==> config.mk <==
export PLATFORM = sky130hd
export DESIGN_NAME = alu_seq
export DESIGN_NICKNAME = d
export VERILOG_FILES = /design/src/rtl/alu_seq.sv
export SDC_FILE = /design/constraint.sdc
export NUM_CORES = 1
export LEC_CHECK = 0
export BUFFER_PORTS_ARGS = -buffer_cell sky130_fd_sc_hd__clkbuf_2
export CORE_MARGIN = 1
export CORE_UTILIZATION = 41
export DETAILED_ROUTE_END_ITERATION = 10
export SYNTH_ARGS = -nofsm -noshare
export SYNTH_HDL_FRONTEND = slang
export SYNTH_SLANG_ARGS = --single-unit
==> constraint.sdc <==
create_clock -name clk -period 4.7 [get_ports clk]
set_clock_uncertainty 0.05 [all_clocks]
set_input_delay 0.705 -clock clk [delete_from_list [all_inputs] [get_ports clk]]
set_output_delay 0.705 -clock clk [all_outputs]
set_load 0.05 [all_outputs]
==> src/rtl/alu_seq.sv <==
// alu_seq: registered, handshaked ALU with a persistent carry flag (C) for
// multi-word ADC/SBB chains and a multi-cycle shift-add unsigned multiply.
//
// Ports
//   clk, rst_n            clock, synchronous active-low reset
//   in_valid / in_ready   operand/opcode handshake (in_ready is combinational)
//   a, b, opcode          operands and operation select, captured on accept
//   out_valid / out_ready result handshake (out_valid is registered)
//   y, y_hi               result; y_hi is the MUL high half, 0 otherwise
//   carry_out, zero, parity, negative, overflow, invalid_op   result flags
//   busy                  multiply in progress
//
// state    | meaning
// ---------+--------------------------------------------------------------
// S_IDLE   | no result held, ready for a new operation
// S_MUL    | shift-add multiply iterating, inputs ignored
// S_RESULT | result held on the outputs until out_ready
module alu_seq #(
  parameter int BUS_WIDTH = 8
) (
  input  logic                 clk,
  input  logic                 rst_n,
  input  logic                 in_valid,
  output logic                 in_ready,
  input  logic [BUS_WIDTH-1:0] a,
  input  logic [BUS_WIDTH-1:0] b,
  input  logic [3:0]           opcode,
  output logic                 out_valid,
  input  logic                 out_ready,
  output logic [BUS_WIDTH-1:0] y,
  output logic [BUS_WIDTH-1:0] y_hi,
  output logic                 carry_out,
  output logic                 zero,
  output logic                 parity,
  output logic                 negative,
  output logic                 overflow,
  output logic                 invalid_op,
  output logic                 busy
);

  localparam int W  = BUS_WIDTH;
  localparam int CW = $clog2(W);

  localparam logic [3:0] OP_ADD  = 4'd1;
  localparam logic [3:0] OP_ADC  = 4'd2;
  localparam logic [3:0] OP_SUB  = 4'd3;
  localparam logic [3:0] OP_INC  = 4'd4;
  localparam logic [3:0] OP_DEC  = 4'd5;
  localparam logic [3:0] OP_AND  = 4'd6;
  localparam logic [3:0] OP_NOT  = 4'd7;
  localparam logic [3:0] OP_ROL  = 4'd8;
  localparam logic [3:0] OP_ROR  = 4'd9;
  localparam logic [3:0] OP_OR   = 4'd10;
  localparam logic [3:0] OP_XOR  = 4'd11;
  localparam logic [3:0] OP_SBB  = 4'd12;
  localparam logic [3:0] OP_MUL  = 4'd13;
  localparam logic [3:0] OP_CLRC = 4'd14;

  typedef enum logic [1:0] {S_IDLE, S_MUL, S_RESULT} state_t;

  state_t          state_q, state_d;
  logic [W-1:0]    y_q, y_d, y_hi_q, y_hi_d;
  logic            co_q, co_d, zero_q, zero_d, par_q, par_d;
  logic            neg_q, neg_d, ov_q, ov_d, inv_q, inv_d;
  logic            c_q, c_d;
  logic [W-1:0]    mcand_q, mcand_d;
  logic [2*W-1:0]  prod_q, prod_d;
  logic [CW-1:0]   cnt_q, cnt_d;

  logic            accept;
  logic            is_mul;

  // single-cycle ALU, evaluated on the raw inputs and used only on accept
  logic [W-1:0]    alu_y;
  logic            alu_co, alu_ov, alu_inv, alu_c_we, alu_c_new;
  logic            arith, sub;
  logic [W-1:0]    opb;
  logic            cin;
  logic [W:0]      sum;

  // one shift-add multiply step
  logic [W:0]      mul_sum;
  logic [2*W-1:0]  prod_step;

  // result load mux shared by the ALU path and the multiply completion
  logic            ld;
  logic [W-1:0]    ld_y, ld_y_hi;
  logic            ld_co, ld_ov, ld_inv;

  // ---------------- output comb ----------------
  always_comb begin
    busy      = (state_q == S_MUL);
    out_valid = (state_q == S_RESULT);
    in_ready  = (state_q != S_MUL) && (!out_valid || out_ready);
  end

  assign accept = in_valid && in_ready;
  assign is_mul = (opcode == OP_MUL);

  assign y          = y_q;
  assign y_hi       = y_hi_q;
  assign carry_out  = co_q;
  assign zero       = zero_q;
  assign parity     = par_q;
  assign negative   = neg_q;
  assign overflow   = ov_q;
  assign invalid_op = inv_q;

  // ---------------- ALU ----------------
  always_comb begin
    alu_y     = '0;
    alu_co    = 1'b0;
    alu_ov    = 1'b0;
    alu_inv   = 1'b0;
    alu_c_we  = 1'b0;
    alu_c_new = 1'b0;
    arith     = 1'b0;
    sub       = 1'b0;
    opb       = b;
    cin       = 1'b0;
    case (opcode)
      OP_ADD:  arith = 1'b1;
      OP_ADC:  begin arith = 1'b1; cin = c_q; end
      OP_SUB:  begin arith = 1'b1; sub = 1'b1; end
      OP_SBB:  begin arith = 1'b1; sub = 1'b1; cin = c_q; end
      OP_INC:  begin arith = 1'b1; opb = W'(1); end
      OP_DEC:  begin arith = 1'b1; sub = 1'b1; opb = W'(1); end
      OP_AND:  alu_y = a & b;
      OP_NOT:  alu_y = ~a;
      OP_ROL:  alu_y = {a[W-2:0], a[W-1]};
      OP_ROR:  alu_y = {a[0], a[W-1:1]};
      OP_OR:   alu_y = a | b;
      OP_XOR:  alu_y = a ^ b;
      OP_CLRC: begin alu_c_we = 1'b1; alu_c_new = 1'b0; end
      OP_MUL:  alu_y = '0;
      default: alu_inv = 1'b1;
    endcase

    // bit W of a (W+1)-bit difference is set exactly when the result went negative (borrow)
    if (sub) sum = {1'b0, a} - {1'b0, opb} - {{W{1'b0}}, cin};
    else     sum = {1'b0, a} + {1'b0, opb} + {{W{1'b0}}, cin};

    if (arith) begin
      alu_y     = sum[W-1:0];
      alu_co    = sum[W];
      alu_c_we  = 1'b1;
      alu_c_new = sum[W];
      if (sub) alu_ov = (a[W-1] != opb[W-1]) && (sum[W-1] != a[W-1]);
      else     alu_ov = (a[W-1] == opb[W-1]) && (sum[W-1] != a[W-1]);
    end
  end

  // prod_q holds {partial_hi, remaining multiplier bits}; each step adds the
  // multiplicand into the high half on the current LSB and shifts right.
  always_comb begin
    mul_sum   = {1'b0, prod_q[2*W-1:W]} + (prod_q[0] ? {1'b0, mcand_q} : {(W+1){1'b0}});
    prod_step = {mul_sum, prod_q[W-1:1]};
  end

  // ---------------- next-state comb ----------------
  always_comb begin
    state_d = state_q;
    case (state_q)
      S_IDLE: begin
        if (accept) state_d = is_mul ? S_MUL : S_RESULT;
      end
      S_MUL: begin
        if (cnt_q == '0) state_d = S_RESULT;
      end
      S_RESULT: begin
        if (accept)         state_d = is_mul ? S_MUL : S_RESULT;
        else if (out_ready) state_d = S_IDLE;
      end
      default: state_d = S_IDLE;
    endcase
  end

  // ---------------- datapath next ----------------
  always_comb begin
    y_d     = y_q;
    y_hi_d  = y_hi_q;
    co_d    = co_q;
    zero_d  = zero_q;
    par_d   = par_q;
    neg_d   = neg_q;
    ov_d    = ov_q;
    inv_d   = inv_q;
    c_d     = c_q;
    mcand_d = mcand_q;
    prod_d  = prod_q;
    cnt_d   = cnt_q;
    ld      = 1'b0;
    ld_y    = alu_y;
    ld_y_hi = '0;
    ld_co   = alu_co;
    ld_ov   = alu_ov;
    ld_inv  = alu_inv;

    if (accept) begin
      if (is_mul) begin
        mcand_d = a;
        prod_d  = {{W{1'b0}}, b};
        cnt_d   = CW'(W - 1);
      end else begin
        ld = 1'b1;
        if (alu_c_we) c_d = alu_c_new;
      end
    end

    if (state_q == S_MUL) begin
      prod_d = prod_step;
      cnt_d  = cnt_q - 1'b1;
      if (cnt_q == '0) begin
        ld      = 1'b1;
        ld_y    = prod_step[W-1:0];
        ld_y_hi = prod_step[2*W-1:W];
        ld_co   = |prod_step[2*W-1:W];
        ld_ov   = 1'b0;
        ld_inv  = 1'b0;
      end
    end

    if (ld) begin
      y_d    = ld_y;
      y_hi_d = ld_y_hi;
      co_d   = ld_co;
      ov_d   = ld_ov;
      inv_d  = ld_inv;
      zero_d = ~|{ld_y_hi, ld_y};
      par_d  = ^ld_y;
      neg_d  = ld_y[W-1];
    end
  end

  // ---------------- state register ----------------
  always_ff @(posedge clk) begin
    if (!rst_n) begin
      state_q <= S_IDLE;
      y_q     <= '0;
      y_hi_q  <= '0;
      co_q    <= 1'b0;
      zero_q  <= 1'b0;
      par_q   <= 1'b0;
      neg_q   <= 1'b0;
      ov_q    <= 1'b0;
      inv_q   <= 1'b0;
      c_q     <= 1'b0;
      mcand_q <= '0;
      prod_q  <= '0;
      cnt_q   <= '0;
    end else begin
      state_q <= state_d;
      y_q     <= y_d;
      y_hi_q  <= y_hi_d;
      co_q    <= co_d;
      zero_q  <= zero_d;
      par_q   <= par_d;
      neg_q   <= neg_d;
      ov_q    <= ov_d;
      inv_q   <= inv_d;
      c_q     <= c_d;
      mcand_q <= mcand_d;
      prod_q  <= prod_d;
      cnt_q   <= cnt_d;
    end
  end

endmodule

### After elaboration in Yosys (flattened, before gate mapping)

Index checks and enable logic that the tools add are counted.
Widths: inputs -> output; s select.

* flip-flop bits (word level): 52
* input bits: 24
* output and inout port bits: 25
* logic and storage cells: 110

* add/sub/neg operators: 6
* equal/unequal tests: 23
* bitwise logic cells: 5
* reduce and logical (&&, ||, !) cells: 23
* mux-type cells: 40

Operators by type and width (count)
* $mux 8: 7
* $mux 16: 3
* $pmux 8 s6: 1
* $eq 4x4->1 const B: 7
* $mux 1: 19
* $add 8x8->9: 2
* $eq 4x3->1 const B: 4
* $reduce_or 16->1: 1
* $reduce_or 14->1: 1
* $mux 2: 5
* $add 9x1->9: 1
* $mux 3: 3
* $mux 9: 1
* $sub 8x8->9: 1
* $sub 9x1->9: 1
* $and 8x8->8: 1
* $eq 4x2->1 const B: 2
* $not 8->8: 1
* $or 8x8->8: 1
* $reduce_or 8->1: 1
* $reduce_xor 8->1: 1
* $xor 8x8->8: 1
* $pmux 2 s3: 1
* $reduce_and 3->1: 2
* other kinds (20): 29

### Logic depth before layout (Yosys ltp)

Gate-level depths: netlist of run 1.

* depth after elaboration: 12
* gate-level depth with buffers: 19

### Least setup slack after synthesis of run 1

No wires, ideal clock.

* kind: input port to flip-flop
* start: in opcode[1]
* end: reg par_q (netlist: parity)
* arrival time: 4.009 ns
* path slack: 0.556 ns
* stages on the path: 17
* path buffers: 3
* path through: buf_2 buf_2 clkbuf_1 a22o_1 nand3_1 inv_1 fa_1 ha_1 o211ai_1 o2111ai_1 a211o_1 and3_1 a21oi_1 ha_1 xnor2_1 xnor2_1 a211oi_1

* longest elaborated chain between the ends: 10
* elaborated cells on any way between the ends: 35
* classes of those cells: add/sub (4); eq/ne (13); mux (13); reduce/logical (5)

Ends and longest elaborated chain
* from (decl): RTL line 27 `input logic [3:0] opcode,`
* $eq 4x3->1: RTL line 121 `case (opcode)`
* $reduce_or 2->1 (no source line)
* $mux 8: RTL line 121
* $add 8x8->9 or $sub 8x8->9 (tied branches): RTL line 141, 140
* $add 9x1->9 or $sub 9x1->9 (tied branches): RTL line 141, 140
* $mux 9: RTL line 140 `if (sub) sum = {1'b0, a} - {1'b0, opb} - {{W{1'b0}}, cin};`
* $mux 8: RTL line 143 `if (arith) begin`
* $mux 8: RTL line 213 `if (cnt_q == '0) begin`
* $mux 8: RTL line 210 `if (state_q == S_MUL) begin`
* $reduce_xor 8->1: RTL line 230 `par_d = ^ld_y;`
* to (signal assigned): RTL line 257 `par_q <= par_d;`
* to (decl): RTL line 63 `logic co_q, co_d, zero_q, zero_d, par_q, par_d;`

Parallel ways exist; a longest one is shown, timed or not.
A chain may end at the register's enable or synchronous reset.

### Final worst setup path of run 1

* start: in opcode[3]
* end: reg par_q (netlist: parity)

Same word-level chain as after synthesis.

==> results of run 1 <==
[logic make-up after synthesis]
family / Yosys count / share of synthesized area [%]
mux: 7 / 2.134
fa+ha+maj: 56 / 16.57
xor+xnor: 22 / 4.325
flops: 51 / 22.91
buf+inv: 73 / 6.712
simple gates: 194 / 21.40
compound gates: 166 / 25.95
[worst max-delay path: stages]
cell	delay (ns)
sky130_fd_sc_hd__clkbuf_2	0.16
sky130_fd_sc_hd__nand2b_1	0.23
sky130_fd_sc_hd__nor2_1	0.36
sky130_fd_sc_hd__nor2_1	0.14
sky130_fd_sc_hd__ha_1	0.37
sky130_fd_sc_hd__inv_1	0.10
sky130_fd_sc_hd__ha_1	0.25
sky130_fd_sc_hd__nor3_1	0.24
sky130_fd_sc_hd__a21boi_0	0.35
sky130_fd_sc_hd__or3_1	0.17
sky130_fd_sc_hd__a21oi_1	0.07
sky130_fd_sc_hd__a211oi_1	0.29
sky130_fd_sc_hd__o21bai_1	0.17
sky130_fd_sc_hd__ha_1	0.26
sky130_fd_sc_hd__xnor2_1	0.17
sky130_fd_sc_hd__xnor2_1	0.09
sky130_fd_sc_hd__a211oi_1	0.22
[report_power, final]
group | leakage (nW) | switching (W) | internal, W | total (W)
Sequential | 0.414 | 0.0000238 | 0.000459 | 0.000483
Clock | 0.0412 | 0.000147 | 0.000104 | 0.000251
Combinational | 1.71 | 0.000348 | 0.000199 | 0.000547
Total | 2.17 | 0.000519 | 0.000762 | 0.00128
[metrics by stage]
step                      hold WS, ns  utilization [%]  std cells  setup slack, ns
final                          0.4051            47.29        745           0.5141
after global routing           0.4191            47.29        745           0.2572
after CTS                      0.4083            47.29        745           0.6346
after detailed placement       0.3948            46.47        737           0.3394
after global placement         0.3932            46.47        737           0.3894
after floorplan                0.3817                -        569           0.5556
[state kept, by name (all words and copies together) (netlist names), 2 cells and up]
signal,flops
prod_q,16
mcand_q,8
y,8
y_hi,8
cnt_q,3
state_q,2
[area by class of cell]
class / count / area share [%]
Multi-Input combinational cell: 445 / 63.65
Clock inverter: 2 / 0.2540
Tap cell: 136 / 3.454
Timing Repair Buffer: 64 / 7.315
Inverter: 41 / 3.124
Sequential cell: 51 / 20.73
Clock buffer: 6 / 1.473
[worst min-delay path by stage]
stage                       startpoint                      end  slack (ns)  cells past startpoint
4_1_cts        mcand_q[4]$_SDFFE_PN0P_  mcand_q[4]$_SDFFE_PN0P_        0.41                      2
6_report       mcand_q[4]$_SDFFE_PN0P_  mcand_q[4]$_SDFFE_PN0P_        0.41                      2
3_3_place_gp   mcand_q[7]$_SDFFE_PN0P_  mcand_q[7]$_SDFFE_PN0P_        0.39                      2
3_5_place_dp   mcand_q[4]$_SDFFE_PN0P_  mcand_q[4]$_SDFFE_PN0P_        0.39                      2
5_1_grt        mcand_q[4]$_SDFFE_PN0P_  mcand_q[4]$_SDFFE_PN0P_        0.42                      2
2_1_floorplan  mcand_q[0]$_SDFFE_PN0P_  mcand_q[0]$_SDFFE_PN0P_        0.38                      2
[metal layers]
metal	up-vias	wire (um)	global-route usage, %
li1	2115	-	-
met1	2078	6444	35.16
met2	154	6119	39.80
met3	20	893	4.598
met4	0	209	6.448
met5	-	0	0
[layout by cell type (no fill, tap or decap), drive strengths merged, types with 4 or more instances in the layout]
cell    Yosys  layout
a211oi      9       9
a21oi      43      43
a221oi      4       4
a22oi      10      10
a311oi      8       8
a31oi       4       4
and2       12      12
and3        4       4
buf        18      16
clkbuf     14      54
dfxtp      51      51
fa          5       5
ha         51      51
inv        41      41
mux2i       5       5
nand2      54      54
nand2b      8       8
nand3      22      22
nand4       4       4
nor2       50      50
nor2b      11      11
nor3       10      10
o211ai      4       4
o21a        7       7
o21ai      28      28
o21bai      4       4
o22ai       5       5
o311a       5       5
o31ai       6       6
or3         4       4
xnor2      12      12
xor2       10      10
==> Flow_metrics.wiki, run 1 <==
{| class="wikitable"
! Metric !! Value
|-
| FF+latch area || 1021 sq um
|-
| Predominant post-synthesis flop cell || sky130_fd_sc_hd__dfxtp_1
|-
| Worst slew pin tran || 1.139 ns
|-
| Time the worst path needs with I/O delays and setup || 4.186 ns
|-
| Die footprint || 11290 sq um
|-
| Skew-Pair Late Insertion Delay || 0.30 ns
|-
| Max Fclk || 238.9 MHz
|-
| Depth of the most critical reg-to-reg path || 14
|-
| Hold_buf cts || 0
|-
| Pin count of the biggest net entering global routing || 30
|-
| Pwr Total || 0.001281 W
|-
| Boundary pin count || 49
|-
| First-iteration detailed-routing DRC count || 261
|-
| YS warnings || 0
|-
| Total number of vias || 4367
|-
| Number of fill cells in the layout || 1089
|-
| Kind of end point of the critical path || flop
|-
| CP Capture Point || parity$_SDFFE_PN0P_
|-
| Ranking of synthesized cells by area || sky130_fd_sc_hd__dfxtp_1, sky130_fd_sc_hd__ha_1, sky130_fd_sc_hd__a21oi_1, sky130_fd_sc_hd__nand2_1, sky130_fd_sc_hd__nor2_1
|-
| Class of the worst hold path || flop to flop
|-
| Max-slew headroom || 23.89%
|-
| Clock tree root driver cell || sky130_fd_sc_hd__clkbuf_8
|-
| CTS tree || yes
|-
| Number of antenna violations at the first check in global routing || 0
|-
| Post-synthesis cell type with the largest combined area || sky130_fd_sc_hd__dfxtp_1
|-
| Final Max Tran Viols || 0
|-
| Inserted Clock Buffers || 5
|-
| Reg-to-reg endpoint || parity$_SDFFE_PN0P_
|-
| Portion of synthesized cell area occupied by the leading cell type || 22.91%
|-
| Placed Instance Area || 4841 sq um
|-
| Setup repair after global routing missed its margin || false
|-
| Setup slack, reg-to-reg || 1.31 ns
|-
| Most used standard cell by instance count after synthesis || sky130_fd_sc_hd__nand2_1
|-
| Final setup violation count || 0
|-
| GR Overflow Total || 0
|-
| Syn Nets || 649
|-
| Number of rows in the core area || 37
|-
| Length of the first detailed-routing pass in iterations || 5
|-
| Pwr per Cell Area || 260.1 nW/um^2
|-
| PortBufs || 48
|-
| Initial Util || 42.77%
|-
| Average detailed-routed wire length per instance || 18.34 um
|-
| Detail Route Antenna Nets || 0
|-
| Die Span Y || 106.2 um
|-
| DPL Wire Length || 10.72 mm
|-
| Part of the Yosys area used for sequential elements || 22.91%
|-
| Startpoint of the most critical setup path || opcode[3]
|-
| Final wirelength || 13.67 mm
|-
| Synthesis-to-finish area growth || 10.56%
|-
| Proportion of register bits with asynchronous set or reset after synthesis || 0%
|-
| Sum of negative setup slack || 0 ns
|-
| Cell count after synthesis || 569
|-
| Core outline area || 10420 sq um
|-
| Global placer's final weighted congestion || 0.9546
|-
| Worst vdd ir || 0.1471 mV
|-
| Antenna diode instance count || 0
|-
| Net count of the finished layout || 688
|-
| Post-CTS setup buffer count || 0
|-
| Fin. Hold Viols || 0
|-
| Most frequent cells after synthesis || sky130_fd_sc_hd__nand2_1, sky130_fd_sc_hd__dfxtp_1, sky130_fd_sc_hd__ha_1
|-
| Launching element type of the critical path || input pin
|-
| Vias per cell || 5.862
|-
| Wire length of the first global-routing pass || 22.17 mm
|-
| Max Root-Sink Buffers || 2
|-
| Maximum Capacitance Violations || 0
|-
| Post-Syn Area per Cell || 7.830 sq um
|-
| Run status || finished clean
|-
| Area of the mapped netlist || 4456 sq um
|-
| Number of H-tree levels || 2
|-
| Final worst path period share || 89.06%
|-
| Number of global-route vias before repair || 4291
|-
| Number of clock sinks seen by CTS || 51
|-
| Seq cells post-synth || 51
|-
| Data required time at the worst endpoint || 4.88 ns
|-
| DRC violations left || 0
|-
| Critical path class || input pin to flop
|-
| Unique cell type count in the Yosys netlist || 68
|-
| Largest driver fanout on the critical path || 12
|-
| Multi-input gate area || 3136 sq um
|-
| Leak pwr || 2.169 nW
|-
| Cells resized by post-CTS repair || 0
|-
| Register clock-pin slew on the reported worst setup and hold paths || 0.09 ns
|-
| Global-route total usage across every layer || 25.20%
|-
| Data arrival time of the worst path || 4.36 ns
|-
| Final std cell area, no fill || 4926 sq um
|-
| Count of flip-flops with a built-in enable after synthesis || 0
|-
| Die span in x || 106.2 um
|-
| Fraction of layout instances using a drive strength above 1 || 14.12%
|-
| RR Startpoint || c_q$_SDFFE_PN0P_
|}
Note: power is estimated with default switching activity, not from simulation.
==> run 2: changes to the inputs <==
CTS_BUF_LIST = sky130_fd_sc_hd__clkbuf_16   (was unset)
==> Flow_metrics.wiki, run 2 (synthesis gave the netlist of run 1 again) <==
{| class="wikitable"
! Metric !! Value
|-
| Average detailed-routed wire length per instance || 18.50 um
|-
| Skew-Pair Late Insertion Delay || 0.29 ns
|-
| GR met3 Demand/Resource || 4.660%
|-
| Max Root-Sink Buffers || 2
|-
| Global placer's final weighted congestion || 0.9546
|-
| Detail Route Antenna Nets || 0
|-
| Slowest cell on crit path || sky130_fd_sc_hd__nor2_1
|-
| Cell with the most instances on the worst path || sky130_fd_sc_hd__ha_1
|-
| Register clock-pin slew on the reported worst setup and hold paths || 0.07 ns
|-
| Reg-to-reg endpoint || parity$_SDFFE_PN0P_
|-
| Routing usage on met2 || 39.84%
|-
| Maximum Capacitance Violations || 0
|-
| Pwr Total || 0.001384 W
|-
| DPL Wire Length || 10.72 mm
|-
| Clock tree root driver cell || sky130_fd_sc_hd__clkbuf_16
|-
| Launching element type of the critical path || input pin
|-
| CP Cell Sequence || clkbuf_2 -> nand2b_1 -> nor2_1 -> nor2_1 -> ha_1 -> inv_1 -> ha_1 -> or2_2 -> a21oi_1 -> or3_1 -> a21oi_1 -> a211oi_1 -> o21bai_1 -> ha_1 -> xnor2_1 -> xnor2_1 -> a211oi_1
|-
| Top library cells by usage in the layout, fill and taps aside || sky130_fd_sc_hd__nand2_1, sky130_fd_sc_hd__ha_1, sky130_fd_sc_hd__dfxtp_1
|-
| Core outline area || 10420 sq um
|-
| Critical path class || input pin to flop
|-
| Fin. Hold Viols || 0
|-
| Wire length of the first global-routing pass || 22.23 mm
|-
| PortBufs || 48
|-
| Post-route setup slack || 0.4939 ns
|-
| Hold wc startpoint || mcand_q[4]$_SDFFE_PN0P_
|-
| Global-route total usage across every layer || 25.21%
|-
| Class of the worst hold path || flop to flop
|-
| Global-route track usage on met1 || 35.30%
|-
| Max-slew headroom || 28.39%
|-
| Setup slack, reg-to-reg || 1.32 ns
|-
| RR Startpoint || c_q$_SDFFE_PN0P_
|-
| Die footprint || 11290 sq um
|-
| Sink of the worst hold path || mcand_q[4]$_SDFFE_PN0P_
|-
| Buffers and inverters on the worst path || 2
|-
| Synthesis-to-finish area growth || 11.82%
|-
| Hold Path Stages || 2
|-
| Kind of end point of the critical path || flop
|-
| Hold_buf cts || 0
|-
| Number of fill cells in the layout || 1079
|-
| Cells resized by post-CTS repair || 0
|-
| Final Max Tran Viols || 0
|-
| Data required time at the worst endpoint || 4.85 ns
|-
| Final setup violation count || 0
|-
| Vias per cell || 5.848
|-
| Number of global-route vias before repair || 4285
|-
| GR Overflow Total || 0
|-
| Leading cell type in the layout, fill and taps excluded || sky130_fd_sc_hd__nand2_1
|-
| Total number of vias || 4357
|-
| Number of antenna violations at the first check in global routing || 0
|-
| Final worst path period share || 89.49%
|-
| Pin count of the biggest net entering global routing || 30
|-
| DRC violations left || 0
|-
| Initial Util || 42.77%
|-
| Reg with most FFs || prod_q
|-
| Net count of the finished layout || 688
|-
| Fraction of layout instances using a drive strength above 1 || 14.12%
|-
| Final wirelength || 13.79 mm
|-
| Placed Instance Area || 4841 sq um
|-
| CTS tree || yes
|-
| Max reg flops || 16
|-
| Time the worst path needs with I/O delays and setup || 4.206 ns
|-
| Number of rows in the core area || 37
|-
| Die Span Y || 106.2 um
|-
| Boundary pin count || 49
|-
| Most Crowded Layer GR || met2
|-
| Length of the first detailed-routing pass in iterations || 6
|-
| Depth of the most critical reg-to-reg path || 14
|-
| Data arrival time of the worst path || 4.35 ns
|-
| Pwr per Cell Area || 277.9 nW/um^2
|-
| Top delay family on crit path || simple AND/OR/NAND/NOR gates
|-
| Number of clock sinks seen by CTS || 51
|-
| Run status || finished clean
|-
| Worst-case setup slack after placement || 0.3394 ns
|-
| Antenna diode instance count || 0
|-
| Leak pwr || 2.199 nW
|-
| Setup repair after global routing missed its margin || false
|-
| Number of H-tree levels || 2
|-
| First-iteration detailed-routing DRC count || 322
|-
| Die span in x || 106.2 um
|-
| Worst slew pin tran || 1.072 ns
|-
| Inserted Clock Buffers || 5
|-
| Max Fclk || 237.7 MHz
|-
| Final std cell area, no fill || 4982 sq um
|-
| Post-CTS setup buffer count || 0
|-
| Largest driver fanout on the critical path || 12
|-
| CP max stage delay || 0.35 ns
|-
| Worst vdd ir || 0.1815 mV
|-
| Sum of negative setup slack || 0 ns
|}
run 2: cell types whose count changed in the layout (fill, tap and decap cells not counted), sizes merged:
cell	before	now
clkbuf	54	53
inv	41	42
run 2: tightest hold or removal path: stages (launching register included):
cell and delay, ns:
sky130_fd_sc_hd__dfxtp_1 0.31, sky130_fd_sc_hd__nand2_1 0.05, sky130_fd_sc_hd__a21oi_1 0.05
run 2: cell type report:
class                      instances  area [sq um]  area share (%)
tap                              136         170.2           3.415
timing repair buffer              64         360.3           7.233
clock buffer                       5         125.1           2.511
multi-input combinational        445          3136           62.93
clock inverter                     3         16.27          0.3265
inverter                          41         153.9           3.089
sequential                        51          1021           20.49
run 2: stage by stage:
stage / util [%] / hold WS [ns] / instances
2_1_floorplan: - / 0.3817 / 569
3_3_place_gp: 46.47 / 0.3932 / 737
3_5_place_dp: 46.47 / 0.3948 / 737
4_1_cts: 47.83 / 0.4042 / 745
5_1_grt: 47.83 / 0.4143 / 745
6_report: 47.83 / 0.4023 / 745
run 2: where the power goes:
part	total [W]	internal (W)	switching, W
Combinational	0.000548	0.000199	0.000349
Clock	0.000353	0.000195	0.000158
Sequential	0.000484	0.000460	0.0000240
Total	0.00138	0.000853	0.000532
run 2: worst max path at each step:
stage	startpoint	to	slack, ns	cells after the start
2_1_floorplan	opcode[1]	parity$_SDFFE_PN0P_	0.56	17
3_3_place_gp	opcode[3]	parity$_SDFFE_PN0P_	0.39	17
3_5_place_dp	opcode[3]	parity$_SDFFE_PN0P_	0.34	17
4_1_cts	opcode[3]	parity$_SDFFE_PN0P_	0.61	17
5_1_grt	opcode[3]	parity$_SDFFE_PN0P_	0.24	17
6_report	opcode[3]	parity$_SDFFE_PN0P_	0.49	17
run 2: per-layer routing:
metal	part of all wire, %	vias to the layer above	wire length (um)
met1	46	2071	6410
met2	45	154	6159
met5	0	-	0
li1	-	2113	-
met3	7.4	19	1019
met4	1.4	0	197
==> run 3: changes to the inputs <==
REMOVE_ABC_BUFFERS = 1   (was unset)
==> Flow_metrics.wiki, run 3 (synthesis gave the netlist of run 1 again) <==
{| class="wikitable"
! Metric !! Value
|-
| Critical path depth || 17
|-
| Power share of the sequential group || 34.7%
|-
| DRC violations left || 0
|-
| DPL Wire Length || 9.699 mm
|-
| CP Cell Sequence || clkbuf_2 -> nand2b_1 -> nor2_1 -> nor2_1 -> ha_1 -> inv_1 -> ha_1 -> nor3_1 -> a21boi_0 -> or3_1 -> a21oi_1 -> a211oi_1 -> o21bai_1 -> ha_1 -> xnor2_1 -> xnor2_1 -> a211oi_1
|-
| Switching portion of total power || 38.29%
|-
| Number of antenna violations at the first check in global routing || 0
|-
| Proportion of power drawn by the clock network || 26.1%
|-
| Inserted Clock Buffers || 5
|-
| Cells resized by post-CTS repair || 0
|-
| Setup slack, reg-to-reg || 1.42 ns
|-
| Average detailed-routed wire length per instance || 16.98 um
|-
| Depth of the most critical reg-to-reg path || 14
|-
| Setup repair after global routing missed its margin || false
|-
| Number of rows in the core area || 37
|-
| CTS tree || yes
|-
| Top delay family on crit path || simple AND/OR/NAND/NOR gates
|-
| Final Max Tran Viols || 0
|-
| Skew-Pair Late Insertion Delay || 0.29 ns
|-
| Global-route total usage across every layer || 22.75%
|-
| Largest driver fanout on the critical path || 17
|-
| Pin count of the biggest net entering global routing || 30
|-
| WHS || 0.4030 ns
|-
| Buffers and inverters on the worst path || 2
|-
| Leading cell type in the layout, fill and taps excluded || sky130_fd_sc_hd__nand2_1
|-
| Reg with most FFs || prod_q
|-
| Die Span Y || 106.2 um
|-
| Clock tree root driver cell || sky130_fd_sc_hd__clkbuf_16
|-
| Reg-to-reg endpoint || parity$_SDFFE_PN0P_
|-
| Internal power summed over all cells || 0.0008542 W
|-
| Cell with the most instances on the worst path || sky130_fd_sc_hd__ha_1
|-
| Final worst path period share || 90.48%
|-
| Switching power total || 0.0005299 W
|-
| Max Fclk || 235.2 MHz
|-
| RR Startpoint || c_q$_SDFFE_PN0P_
|-
| Number of clock sinks seen by CTS || 51
|-
| Worst slew pin tran || 1.160 ns
|-
| Net count of the finished layout || 684
|-
| First-iteration detailed-routing DRC count || 306
|-
| Share of power burned in combinational logic || 39.3%
|-
| Detail Route Antenna Nets || 0
|-
| Number of H-tree levels || 2
|-
| Pwr Total || 0.001384 W
|-
| Vias per cell || 5.769
|-
| Register clock-pin slew on the reported worst setup and hold paths || 0.07 ns
|-
| PortBufs || 48
|-
| Top library cells by usage in the layout, fill and taps aside || sky130_fd_sc_hd__nand2_1, sky130_fd_sc_hd__ha_1, sky130_fd_sc_hd__dfxtp_1
|-
| Max reg flops || 16
|-
| Antenna diode instance count || 0
|-
| Sink of the worst hold path || mcand_q[1]$_SDFFE_PN0P_
|-
| Final wirelength || 12.58 mm
|-
| Max-slew headroom || 22.35%
|-
| Total number of vias || 4275
|-
| Synthesis-to-finish area growth || 11.23%
|-
| CP max stage delay || 0.38 ns
|-
| Time the worst path needs with I/O delays and setup || 4.252 ns
|-
| Number of global-route vias before repair || 3934
|-
| Core outline area || 10420 sq um
|-
| Global placer's final weighted congestion || 0.8697
|-
| Length of the first detailed-routing pass in iterations || 4
|-
| Post-CTS setup buffer count || 0
|-
| Sum of negative setup slack || 0 ns
|-
| Max Root-Sink Buffers || 2
|-
| Hold Path Stages || 2
|-
| Pwr per Cell Area || 279.3 nW/um^2
|-
| GR Overflow Total || 0
|-
| Fin. Hold Viols || 0
|-
| Wire length of the first global-routing pass || 20.29 mm
|-
| Leak pwr || 2.174 nW
|-
| Data arrival time of the worst path || 4.40 ns
|-
| Worst vdd ir || 0.2524 mV
|-
| Maximum Capacitance Violations || 0
|-
| Class of the worst hold path || flop to flop
|-
| Launching element type of the critical path || input pin
|-
| Boundary pin count || 49
|-
| Kind of end point of the critical path || flop
|-
| Final setup violation count || 0
|-
| Slowest cell on crit path || sky130_fd_sc_hd__nor2_1
|-
| Data required time at the worst endpoint || 4.85 ns
|-
| Critical path class || input pin to flop
|-
| Initial Util || 42.77%
|-
| Die span in x || 106.2 um
|-
| Run status || finished clean
|-
| Die footprint || 11290 sq um
|-
| Fraction of layout instances using a drive strength above 1 || 13.72%
|-
| Hold_buf cts || 0
|-
| Hold wc startpoint || mcand_q[1]$_SDFFE_PN0P_
|}
## run 3: layout make-up
cell class | instances | area, sq um
Fill cell | 1075 | 5460
Multi-Input combinational cell | 445 | 3136
Sequential cell | 51 | 1021
Timing Repair Buffer | 60 | 330.3
Tap cell | 136 | 170.2
Inverter | 41 | 153.9
Clock buffer | 5 | 125.1
Clock inverter | 3 | 20.02
## run 3: per-layer routing
layer	routed length, um	global-route usage, %
met5	0	0
met1	6332	34.00
met2	5525	34.83
met4	86	4.365
met3	635	2.820
## run 3: tightest hold or removal path, delay by kind of cell (launching register included)
family,cells,cell delay [ns]
AO/OA/AOI/OAI,1,0.05
flip-flops,1,0.31
AND/OR/NAND/NOR,1,0.05
## run 3: worst max path at each step
stage,from,end,slack [ns]
3_5_place_dp,opcode[2],parity$_SDFFE_PN0P_,0.21
4_1_cts,opcode[2],parity$_SDFFE_PN0P_,0.49
2_1_floorplan,opcode[3],parity$_SDFFE_PN0P_,0.89
5_1_grt,opcode[2],parity$_SDFFE_PN0P_,0.16
6_report,opcode[2],parity$_SDFFE_PN0P_,0.45
3_3_place_gp,opcode[2],parity$_SDFFE_PN0P_,0.34
## run 3: power by group through the flow
stage	Clock [W]	Sequential [W]	Combinational, W
2_1_floorplan	0	0.000543	0.000327
5_1_grt	0.000390	0.000483	0.000597
6_report	0.000361	0.000480	0.000543
4_1_cts	0.000371	0.000480	0.000540
3_3_place_gp	0	0.000490	0.000531
3_5_place_dp	0	0.000490	0.000537
## run 3: stage by stage
step	instance area (sq um)	cells	utilization, %	setup WS, ns
finish	4956	741	47.58	0.4477
global route	4956	741	47.58	0.1567
CTS	4956	741	47.58	0.4866
detailed placement	4811	733	46.19	0.2150
global placement	4811	733	46.19	0.3417
floorplan	4310	537	-	0.8886
